## src/rtl/seq_magnitude_comparator_if.sv

```systemverilog
// +----------------------------------------------------------------------------+
// | Module  : seq_magnitude_comparator_if                                      |
// | Brief   : start/ready/done request and result bundle for the comparator    |
// | Rev     : 1.0  initial release                                             |
// +----------------------------------------------------------------------------+
`default_nettype none

interface seq_magnitude_comparator_if #(
  parameter int WIDTH = 17
);
  logic             start_i;
  logic             signed_i;
  logic [WIDTH-1:0] A_i;
  logic [WIDTH-1:0] B_i;
  logic             ready_o;
  logic             done_o;
  logic             A_less_than_B_o;
  logic             A_equal_B_o;
  logic             A_greater_than_B_o;

  modport master (
    output start_i, signed_i, A_i, B_i,
    input  ready_o, done_o, A_less_than_B_o, A_equal_B_o, A_greater_than_B_o
  );

  modport slave (
    input  start_i, signed_i, A_i, B_i,
    output ready_o, done_o, A_less_than_B_o, A_equal_B_o, A_greater_than_B_o
  );
endinterface

`default_nettype wire

```

## src/rtl/seq_magnitude_comparator.sv

```systemverilog
// +----------------------------------------------------------------------------+
// | Module  : seq_magnitude_comparator                                         |
// | Brief   : digit-serial MSB-first lt/eq/gt comparator, unsigned or signed   |
// | Rev     : 1.0  initial release                                             |
// +----------------------------------------------------------------------------+
`default_nettype none

module seq_magnitude_comparator #(
  parameter int WIDTH = 17,
  parameter int DIGIT = 4
) (
  input  wire logic                  clk_i,
  input  wire logic                  rst_n_i,
  seq_magnitude_comparator_if.slave  bus
);

  localparam int NDIG = (WIDTH + DIGIT - 1) / DIGIT;
  localparam int EXTW = NDIG * DIGIT;
  localparam int CW   = $clog2(NDIG + 1);
  localparam logic [EXTW-1:0] MSB_MASK = {1'b1, {(EXTW-1){1'b0}}};

  typedef enum logic [1:0] {
    S_IDLE = 2'd0,
    S_CMP  = 2'd1,
    S_DONE = 2'd2
  } state_t;

  state_t          state_q, state_d;
  logic [EXTW-1:0] a_q, a_d, b_q, b_d;
  logic [CW-1:0]   cnt_q, cnt_d;
  logic            lt_q, lt_d, eq_q, eq_d, gt_q, gt_d;

  logic [EXTW-1:0] a_raw, b_raw, a_ext, b_ext;
  logic [DIGIT-1:0] a_top, b_top;

  // Padding bits fill the top digit; they carry the sign only in signed mode.
  if (EXTW > WIDTH) begin : g_pad
    assign a_raw = {{(EXTW-WIDTH){bus.signed_i & bus.A_i[WIDTH-1]}}, bus.A_i};
    assign b_raw = {{(EXTW-WIDTH){bus.signed_i & bus.B_i[WIDTH-1]}}, bus.B_i};
  end else begin : g_nopad
    assign a_raw = bus.A_i;
    assign b_raw = bus.B_i;
  end

  // Flipping the sign bit maps two's complement order onto unsigned order.
  assign a_ext = bus.signed_i ? (a_raw ^ MSB_MASK) : a_raw;
  assign b_ext = bus.signed_i ? (b_raw ^ MSB_MASK) : b_raw;

  assign a_top = a_q[EXTW-1 -: DIGIT];
  assign b_top = b_q[EXTW-1 -: DIGIT];

  always_ff @(posedge clk_i or negedge rst_n_i) begin
    if (!rst_n_i) begin
      state_q <= S_IDLE;
      a_q     <= '0;
      b_q     <= '0;
      cnt_q   <= '0;
      lt_q    <= 1'b0;
      eq_q    <= 1'b0;
      gt_q    <= 1'b0;
    end else begin
      state_q <= state_d;
      a_q     <= a_d;
      b_q     <= b_d;
      cnt_q   <= cnt_d;
      lt_q    <= lt_d;
      eq_q    <= eq_d;
      gt_q    <= gt_d;
    end
  end

  always_comb begin
    state_d = state_q;
    a_d     = a_q;
    b_d     = b_q;
    cnt_d   = cnt_q;
    lt_d    = lt_q;
    eq_d    = eq_q;
    gt_d    = gt_q;
    case (state_q)
      S_IDLE: begin
        if (bus.start_i) begin
          a_d     = a_ext;
          b_d     = b_ext;
          cnt_d   = CW'(NDIG);
          lt_d    = 1'b0;
          eq_d    = 1'b0;
          gt_d    = 1'b0;
          state_d = S_CMP;
        end
      end
      S_CMP: begin
        if (a_top != b_top) begin
          lt_d    = (a_top < b_top);
          gt_d    = (a_top > b_top);
          state_d = S_DONE;
        end else if (cnt_q == CW'(1)) begin
          eq_d    = 1'b1;
          state_d = S_DONE;
        end else begin
          a_d   = a_q << DIGIT;
          b_d   = b_q << DIGIT;
          cnt_d = cnt_q - CW'(1);
        end
      end
      S_DONE:  state_d = S_IDLE;
      default: state_d = S_IDLE;
    endcase
  end

  assign bus.ready_o            = (state_q == S_IDLE);
  assign bus.done_o             = (state_q == S_DONE);
  assign bus.A_less_than_B_o    = lt_q;
  assign bus.A_equal_B_o        = eq_q;
  assign bus.A_greater_than_B_o = gt_q;

endmodule

`default_nettype wire

```

## src/flat_wrapper.sv

```systemverilog
// flat-port wrapper written by rule: the top's interface ports become plain ports
module seq_magnitude_comparator_flat 
#(
  parameter int WIDTH = 17,
  parameter int DIGIT = 4
)
  (clk_i, rst_n_i, bus_start_i, bus_signed_i, bus_A_i, bus_B_i, bus_ready_o, bus_done_o, bus_A_less_than_B_o, bus_A_equal_B_o, bus_A_greater_than_B_o);
  seq_magnitude_comparator_if #(.WIDTH(WIDTH)) bus_i ();
  input  wire logic clk_i;
  input  wire logic rst_n_i;
  input wire logic [$bits(bus_i.start_i)-1:0] bus_start_i;
  input wire logic [$bits(bus_i.signed_i)-1:0] bus_signed_i;
  input wire logic [$bits(bus_i.A_i)-1:0] bus_A_i;
  input wire logic [$bits(bus_i.B_i)-1:0] bus_B_i;
  output wire logic [$bits(bus_i.ready_o)-1:0] bus_ready_o;
  output wire logic [$bits(bus_i.done_o)-1:0] bus_done_o;
  output wire logic [$bits(bus_i.A_less_than_B_o)-1:0] bus_A_less_than_B_o;
  output wire logic [$bits(bus_i.A_equal_B_o)-1:0] bus_A_equal_B_o;
  output wire logic [$bits(bus_i.A_greater_than_B_o)-1:0] bus_A_greater_than_B_o;
  assign bus_i.start_i = bus_start_i;
  assign bus_i.signed_i = bus_signed_i;
  assign bus_i.A_i = bus_A_i;
  assign bus_i.B_i = bus_B_i;
  assign bus_ready_o = bus_i.ready_o;
  assign bus_done_o = bus_i.done_o;
  assign bus_A_less_than_B_o = bus_i.A_less_than_B_o;
  assign bus_A_equal_B_o = bus_i.A_equal_B_o;
  assign bus_A_greater_than_B_o = bus_i.A_greater_than_B_o;
  seq_magnitude_comparator #(.WIDTH(WIDTH), .DIGIT(DIGIT)) u_core (.clk_i(clk_i), .rst_n_i(rst_n_i), .bus(bus_i));
endmodule
```

## config.mk

```make
export PLATFORM = sky130hd
export DESIGN_NAME = seq_magnitude_comparator_flat
export DESIGN_NICKNAME = d
export VERILOG_FILES = /design/src/rtl/seq_magnitude_comparator_if.sv /design/src/rtl/seq_magnitude_comparator.sv /design/src/flat_wrapper.sv
export SDC_FILE = /design/constraint.sdc
export NUM_CORES = 1
export LEC_CHECK = 0
export ABC_CLOCK_PERIOD_IN_PS = 2130
export BUFFER_PORTS_ARGS = -buffer_cell sky130_fd_sc_hd__buf_2
export CORE_MARGIN = 5
export CORE_UTILIZATION = 55
export DETAILED_ROUTE_END_ITERATION = 8
export MAX_ROUTING_LAYER = met4
export PLACE_DENSITY = 0.79
export REMOVE_ABC_BUFFERS = 1
export SETUP_SLACK_MARGIN = 0.2
export SYNTH_ARGS = -nofsm -noshare
export SYNTH_HDL_FRONTEND = slang
export SYNTH_SLANG_ARGS = --single-unit
```

## constraint.sdc

```tcl
create_clock -name clk_i -period 2.13 [get_ports clk_i]
set_input_delay 0.426 -clock clk_i [delete_from_list [all_inputs] [get_ports clk_i]]
set_output_delay 0.426 -clock clk_i [all_outputs]
set_load 0.05 [all_outputs]
```

==> results of run 1 <==
[routing by layer]
layer	wire length [um]	part of all wire	track usage
met1	1900	0.44	0.224
met2	2170	0.50	0.291
met3	183	0.043	0.0446
met4	54	0.013	0.0534
met5	0	0	-
[power groups by stage]
stage	Sequential (mW)	Combinational (mW)	Clock [mW]
after global routing	1.56	1.80	0.597
after global placement	1.50	1.56	0
after CTS	1.51	1.60	0.559
final	1.51	1.60	0.551
after floorplan	1.51	1.15	0
after detailed placement	1.53	1.60	0
[layout make-up]
type / instances / area, um^2 / area share
Clock buffer: 8 / 90.1 / 0.0341
Sequential cell: 48 / 1200 / 0.455
Multi-Input combinational cell: 160 / 977 / 0.370
Tap cell: 50 / 62.6 / 0.0237
Timing Repair Buffer: 48 / 280 / 0.106
Inverter: 8 / 30.0 / 0.0114
[cell families (layout without fill, tap and decap cells)]
group / after synthesis / count (layout) / share of synthesized area
buf+inv: 23 / 64 / 0.0484
flops: 48 / 48 / 0.528
compound gates: 50 / 50 / 0.125
mux: 26 / 26 / 0.114
simple gates: 78 / 78 / 0.151
fa+ha+maj: 6 / 6 / 0.0330
[Yosys cell counts, types with 2 or more instances]
cell	number
nor2_1	4
mux2i_1	26
inv_1	7
buf_4	2
o21ai_0	26
nand3_1	14
buf_2	8
dfrtp_1	48
a21o_1	4
nand2b_1	3
clkbuf_2	2
ha_1	6
clkbuf_1	2
a21oi_1	9
nand2_1	49
nor2b_1	2
o21ai_1	7
nor3b_1	3
[through the flow]
| stage | TNS, ps | hold slack [ps] |
|---|---|---|
| 3_5_place_dp | 0 | 459 |
| 6_report | 0 | 114 |
| 3_3_place_gp | 0 | 449 |
| 5_1_grt | 0 | 145 |
| 2_1_floorplan | -70600 | 130 |
| 4_1_cts | 0 | 131 |
[cell usage in the layout (no fill, tap or decap), drive strengths merged, types with 4 or more instances in the layout]
master / synthesis / final
a21o: 4 / 4
nand3: 14 / 14
nor2: 4 / 4
nand2: 49 / 49
inv: 8 / 8
ha: 6 / 6
o21ai: 33 / 33
buf: 10 / 48
mux2i: 26 / 26
clkbuf: 5 / 8
a21oi: 9 / 9
dfrtp: 48 / 48
[sequential cells by signal, indices dropped and copies added, names as in the netlist]
register,count
u_core.bus.A_less_than_B_o,1
u_core.b_q,20
u_core.bus.A_equal_B_o,1
u_core.state_q,2
u_core.a_q,20
u_core.bus.A_greater_than_B_o,1
u_core.cnt_q,3
[path summary, 6_finish.rpt]
kind	start	endpoint	slack [ps]	cells past startpoint
hold reg to reg	u_core.a_q[0]	u_core.a_q[0]	480	2
setup / recovery	u_core.a_q[19]	u_core.cnt_q[1]	270	6
max in group asynchronous	rst_n_i	u_core.b_q[13]	1500	2
min in group clk_i	bus_B_i[2]	u_core.b_q[2]	340	3
hold / removal	rst_n_i	u_core.bus.A_equal_B_o	110	1
setup reg to reg	u_core.a_q[19]	u_core.cnt_q[1]	270	6
==> impl_metrics.csv, run 1 <==
group,metric,value,unit
run_status,status,"complete, no violations",
pwr,power_density,1380,nW/um^2
clock_tree,cts_buffers,5,
clock_tree,clk_pin_slew,80,ps
placed_design,io_buffers,42,
timing,clock_skew,4.96,ps
clock_tree,clk_latency,300,ps
placed_design,dp_slack,260,ps
placed_design,placed_area,2550,um^2
clock_tree,post-cts-setup-buffer-count,0,
timing,finalCritPeriodShare,0.873,
yosys,async_flop_share,1.00,
timing,relSlewSlack,0.533,
global_routing,grt_usage,0.180,
timing,setup_viol_count_final,0,
clock_tree,htreeDepth,2,
min_path,hold_path.class,"in -> async",
cells_and_area,fin_cells,322,
pwr,clkPwrFrac,0.151,
floorplanning,ioPinCount,43,
yosys,ys_seq_area_frac,0.528,
timing,final_max_slew_viol_count,0,
yosys,ys_warn_count,0,
placed_design,place_inst,314,
setup_path,slowest_delay,400,ps
setup_path,start_kind,"flop",
yosys,synthTopCellsByArea,"dfrtp_1, mux2i_1, nand2_1",
setup_path,critPathKind,"reg -> reg",
cells_and_area,fin_nets,315,
pwr,p_comb_frac,0.437,
detailed_routing,vias,1709,
timing,hold_violations,0,
pwr,swShare,0.399,
yosys,ys_ff_latch,48,
placed_design,hpwlAfterDp,3120,um
cells_and_area,final_util,0.660,
setup_path,required,2360,ps
clock_tree,holdBufCountCts,0,
yosys,syn_area_per_cell,9.85,um^2
cells_and_area,area_growth,16.1,%
yosys,synth_top_area_frac,0.528,
setup_path,critical_path_arrival,2090,ps
detailed_routing,dr.pass1.iters,4,
setup_path,cp_max_fo,24,
yosys,ys.flop_type,"dfrtp_1",
global_routing,antenna_found_initial,0,
cells_and_area,design_area,2640,um^2
timing,layout_min_cycle_time,1860,ps
global_routing,grt_pass1_wl,7340,um
cells_and_area,fill_cells,321,
timing,finalWorstSetupSlack,271,ps
clock_tree,clock_sinks,48,
detailed_routing,wl,4310,um
yosys,netlist_area,2270,um^2
detailed_routing,wl_per_cell,13.4,um
detailed_routing,ant_nets,0,
pwr,power.internal,2.19,mW
pwr,sequentialPowerShare,0.413,
setup_path,path_delay_family,"simple AND/OR/NAND/NOR gates",
global_routing,grt_overflow_total,0,
setup_path,end_kind,"flop",
yosys,synth_cells,231,
timing,worstMarginPinSlew,700,ps
flow_run,max_cap_viol_count,0,
setup_path,crit_buf_inv,1,
detailed_routing,drc,0,
pwr,power.switching,1.46,mW
clock_tree,cts_resized,0,
cells_and_area,antenna_cells,0,
floorplanning,dieArea,5520,um^2
floorplanning,die_h,74.3,um
pwr,total_power,3.65,mW
setup_path,cp_cell_sequence,"ha_1 > and4_2 > a31oi_4 > buf_4 > or3_1 > o21ai_1",
detailed_routing,via_per_inst,5.31,
setup_path,slowest_stage,"dfrtp_1",
timing,fmax,538,MHz
yosys,synth_edf_count,0,
floorplanning,dieWidth,74.3,um
placed_design,gp_congestion,0.844,
yosys,synth_cell_type_count,27,
timing,rsz0062_at_grt,"no",
floorplanning,core.rowCount,23,
clock_tree,cts_root_buffer,"clkbuf_8",
clock_tree,clock_path_buffers,2,
yosys,synth_top_area_cell,"dfrtp_1",
floorplanning,initial_core_util,0.569,
pwr,p_leak,1.30,nW
pwr,irDropWorstVdd,0.804,mV
detailed_routing,first_iter_violations,91,
clock_tree,cts_tree,"yes",
global_routing,grt_max_degree,50,
global_routing,grt_pass1_vias,1670,
cells_and_area,final_layout_size_suffix_gt1_frac,0.217,
floorplanning,core,4000,um^2
Power figures use the tool's default switching activity.
==> run 2: changes to the inputs <==
Settings changed: RECOVER_POWER set to 25.
==> impl_metrics.csv, run 2 (synthesis results as in run 1) <==
group,metric,value,unit
timing,finalWorstSetupSlack,279,ps
global_routing,grt_pass1_wl,7340,um
clock_tree,cts_root_buffer,"clkbuf_8",
cells_and_area,antenna_cells,0,
setup_path,critPathKind,"reg -> reg",
floorplanning,core,4000,um^2
clock_tree,cts_resized,0,
clock_tree,cts_buffers,5,
cells_and_area,mostFrequentLayoutCell,"nand2_1",
min_path,hold_path.class,"in -> reg",
cells_and_area,fin_cells,322,
placed_design,place_inst,314,
floorplanning,dieArea,5520,um^2
clock_tree,clk_pin_slew,80,ps
pwr,power_density,1390,nW/um^2
pwr,irDropWorstVdd,0.803,mV
global_routing,grt_usage,0.180,
setup_path,critical_path_arrival,2080,ps
detailed_routing,drc,0,
detailed_routing,wl_per_cell,13.3,um
pwr,total_power,3.65,mW
cells_and_area,area_growth,15.4,%
global_routing,grt_overflow_total,0,
floorplanning,initial_core_util,0.569,
clock_tree,clock_sinks,48,
timing,setup_viol_count_final,0,
flow_run,max_cap_viol_count,0,
pwr,p_leak,1.29,nW
cells_and_area,design_area,2630,um^2
cells_and_area,mostFrequentLayoutCells,"nand2_1, dfrtp_1, buf_2",
clock_tree,cts_tree,"yes",
placed_design,io_buffers,42,
clock_tree,clock_path_buffers,2,
timing,worstMarginPinSlew,1310,ps
detailed_routing,vias,1717,
floorplanning,core.rowCount,23,
placed_design,placed_area,2550,um^2
clock_tree,htreeDepth,2,
timing,hold_ws,340,ps
setup_path,required,2360,ps
detailed_routing,via_per_inst,5.33,
global_routing,grt_max_degree,50,
cells_and_area,top_regs,"u_core.a_q x20, u_core.b_q x20, u_core.cnt_q x3",
clock_tree,post-cts-setup-buffer-count,0,
timing,layout_min_cycle_time,1850,ps
clock_tree,clk_latency,300,ps
setup_path,end_kind,"flop",
timing,fmax,540,MHz
setup_path,cp_max_fo,24,
global_routing,antenna_found_initial,0,
cells_and_area,fin_nets,315,
detailed_routing,first_iter_violations,76,
timing,hold_violations,0,
timing,clock_skew,5.12,ps
timing,final_max_slew_viol_count,0,
placed_design,gp_congestion,0.844,
detailed_routing,wl,4290,um
global_routing,grt_pass1_vias,1670,
timing,finalCritPeriodShare,0.869,
timing,tns,0,ps
floorplanning,dieWidth,74.3,um
placed_design,dp_slack,260,ps
cells_and_area,final_layout_size_suffix_gt1_frac,0.213,
floorplanning,ioPinCount,43,
setup_path,start_kind,"flop",
floorplanning,die_h,74.3,um
clock_tree,holdBufCountCts,0,
run_status,status,"complete, no violations",
timing,rsz0062_at_grt,"no",
timing,relSlewSlack,0.127,
placed_design,hpwlAfterDp,3120,um
detailed_routing,ant_nets,0,
cells_and_area,final_util,0.656,
detailed_routing,dr.pass1.iters,4,
## run 2: cell types whose count changed in the layout (fill, tap and decap cells not counted), sizes merged
cell / change
buf: -2
clkbuf: +2
## run 2: cell type report
class / instances / area, um^2
Fill cell: 323 / 1380
Inverter: 8 / 30.0
Clock buffer: 8 / 90.1
Sequential cell: 48 / 1200
Timing Repair Buffer: 48 / 264
Multi-Input combinational cell: 160 / 977
Tap cell: 50 / 62.6
## run 2: routing by layer
| layer | part of all wire | global-route usage | wire (um) | up-vias |
|---|---|---|---|---|
| li1 | - | - | - | 863 |
| met4 | 0.013 | 0.0534 | 54 | 0 |
| met5 | 0 | - | 0 | - |
| met1 | 0.44 | 0.224 | 1880 | 814 |
| met3 | 0.048 | 0.0446 | 205 | 5 |
| met2 | 0.50 | 0.291 | 2150 | 35 |
## run 2: where the power goes
| part | internal (mW) | switching (mW) |
|---|---|---|
| registers | 1.30 | 0.207 |
| logic | 0.626 | 0.966 |
| clock network | 0.265 | 0.284 |
| total | 2.19 | 1.46 |
## run 2: final timing paths
kind | start | to | slack [ps] | depth (start not counted)
min | bus_B_i[2] | u_core.b_q[2] | 340 | 3
max | u_core.a_q[19] | u_core.cnt_q[1] | 280 | 6
min in group asynchronous | rst_n_i | u_core.a_q[3] | 400 | 1
min reg2reg | u_core.b_q[1] | u_core.b_q[1] | 470 | 2
max reg2reg | u_core.a_q[19] | u_core.cnt_q[1] | 280 | 6
max in group asynchronous | rst_n_i | u_core.b_q[13] | 530 | 2
## run 2: critical path: stages (launching register included)
cell	delay [ps]
dfrtp_1	400
ha_1	320
and4_2	330
a31oi_4	120
buf_4	220
or3_1	310
o21ai_1	70
==> run 3: changes to the inputs <==
Settings changed: CORE_MARGIN 5 to unset.
==> impl_metrics.csv, run 3 (synthesis results as in run 1) <==
group,metric,value,unit
run_status,status,"finished with violations",
run_status,violations,"DRC",
floorplanning,core.rowCount,23,
setup_path,start_kind,"flop",
setup_path,cp_max_fo,46,
timing,clock_skew,2.78,ps
clock_tree,cts_buffers,5,
pwr,irDropWorstVdd,0.654,mV
pwr,sequentialPowerShare,0.401,
setup_path,rr_startpoint,"u_core.a_q[19]",
cells_and_area,fill_cells,308,
placed_design,io_buffers,42,
pwr,power_density,1410,nW/um^2
global_routing,grt_overflow_total,0,
pwr,p_comb_frac,0.447,
clock_tree,post-cts-setup-buffer-count,0,
detailed_routing,vias,1723,
placed_design,hpwlAfterDp,3140,um
cells_and_area,final_layout_size_suffix_gt1_frac,0.222,
detailed_routing,wl_met3,122,um
placed_design,gp_congestion,0.894,
timing,setup_viol_count_final,0,
floorplanning,dieArea,4400,um^2
cells_and_area,fin_cells,325,
global_routing,grt_max_degree,47,
detailed_routing,ant_nets,0,
clock_tree,clk_latency,300,ps
timing,worstMarginPinSlew,897,ps
cells_and_area,top_regs,"u_core.a_q x20, u_core.b_q x20, u_core.cnt_q x3",
setup_path,required,2360,ps
cells_and_area,mostFrequentLayoutCell,"nand2_1",
timing,rsz0062_at_grt,"no",
pwr,clkPwrFrac,0.152,
detailed_routing,drc,2,
cells_and_area,fin_nets,318,
clock_tree,cts_root_buffer,"clkbuf_8",
flow_run,max_cap_viol_count,0,
detailed_routing,via_per_inst,5.30,
global_routing,antenna_found_initial,0,
detailed_routing,met2_length,2170,um
pwr,power.internal,2.23,mW
min_path,hold_path.class,"in -> async",
setup_path,r2r_setup_slack,340,ps
clock_tree,clock_sinks,48,
timing,layout_min_cycle_time,1790,ps
floorplanning,core,3970,um^2
setup_path,critPathKind,"reg -> reg",
global_routing,grt_pass1_wl,7600,um
clock_tree,holdBufCountCts,0,
timing,final_max_slew_viol_count,0,
setup_path,crit_start,"u_core.a_q[19]",
detailed_routing,first_iter_violations,74,
cells_and_area,mostFrequentLayoutCells,"nand2_1, dfrtp_1, buf_2",
setup_path,end_kind,"flop",
global_routing,grt_usage,0.243,
cells_and_area,area_growth,16.9,%
cells_and_area,antenna_cells,0,
pwr,swShare,0.404,
detailed_routing,routedLengthMet1,2120,um
clock_tree,clock_path_buffers,2,
pwr,p_leak,1.31,nW
timing,hold_ws,216,ps
detailed_routing,wl,4520,um
floorplanning,ioPinCount,43,
detailed_routing,wl_per_cell,13.9,um
clock_tree,cts_tree,"yes",
placed_design,place_inst,317,
detailed_routing,dr.pass1.iters,6,
clock_tree,htreeDepth,2,
cells_and_area,design_area,2660,um^2
timing,relSlewSlack,0.402,
timing,fmax,558,MHz
setup_path,critical_path_arrival,2030,ps
clock_tree,clk_pin_slew,90,ps
global_routing,grt_pass1_vias,1641,
pwr,power.switching,1.51,mW
timing,hold_violations,0,
floorplanning,dieWidth,66.3,um
placed_design,placed_area,2560,um^2
timing,finalCritPeriodShare,0.842,
floorplanning,die_h,66.3,um
detailed_routing,highest_layer,"met4",
floorplanning,initial_core_util,0.573,
==> run 3: cell types whose count changed in the layout (fill, tap and decap cells not counted), sizes merged <==
cell,change
buf,+3
clkbuf,-1
clkinvlp,+1
==> run 3: stage by stage <==
step	setup WS, ps	utilization	total power [mW]	setup TNS (ps)
global placement	366	0.645	3.08	0
finish	337	0.670	3.75	0
floorplan	-1790	-	2.66	-70600
CTS	253	0.668	3.73	0
detailed placement	291	0.645	3.15	0
global route	219	0.670	4.07	0
==> run 3: final cells by class <==
cell class / instances / area (um^2) / share of cell area
Clock buffer: 7 / 86.3 / 0.0325
Clock inverter: 1 / 7.51 / 0.00282
Inverter: 8 / 30.0 / 0.0113
Multi-Input combinational cell: 160 / 978 / 0.368
Sequential cell: 48 / 1200 / 0.452
Tap cell: 50 / 62.6 / 0.0235
Timing Repair Buffer: 51 / 293 / 0.110
==> run 3: what timing repair did <==
action | in CTS | in global routing
hold endpoints to repair | 0 | 0
endpoints found under the setup margin | 0 | 9
resized for setup | 0 | 4
==> run 3: per-layer routing <==
layer	vias to the layer above	GRT usage
li1	869	-
met1	803	0.331
met2	38	0.348
met3	13	0.0500
met4	0	0.112
met5	-	-
==> run 3: worst paths after layout <==
kind / cells after the start / end
max in group asynchronous: 2 / u_core.b_q[13]
min in group clk_i: 3 / u_core.b_q[1]
worst max-delay path: 6 / u_core.cnt_q[1]
worst max register to register: 6 / u_core.cnt_q[1]
worst min-delay path: 1 / u_core.a_q[6]
worst min register to register: 2 / u_core.b_q[3]
==> run 3: worst max-delay path, cell delays in order, from the launching register on <==
cell     delay (ps)
dfrtp_1         390
ha_1            320
and4_4          290
a31oi_4         120
buf_12          200
or3_1           320
o21ai_1          80
==> run 3: power groups by stage <==
| stage | combinational, mW | clock (mW) | sequential (mW) |
|---|---|---|---|
| floorplan | 1.15 | 0 | 1.51 |
| global placement | 1.58 | 0 | 1.50 |
| detailed placement | 1.63 | 0 | 1.52 |
| CTS | 1.65 | 0.575 | 1.50 |
| global route | 1.90 | 0.614 | 1.56 |
| finish | 1.68 | 0.569 | 1.50 |
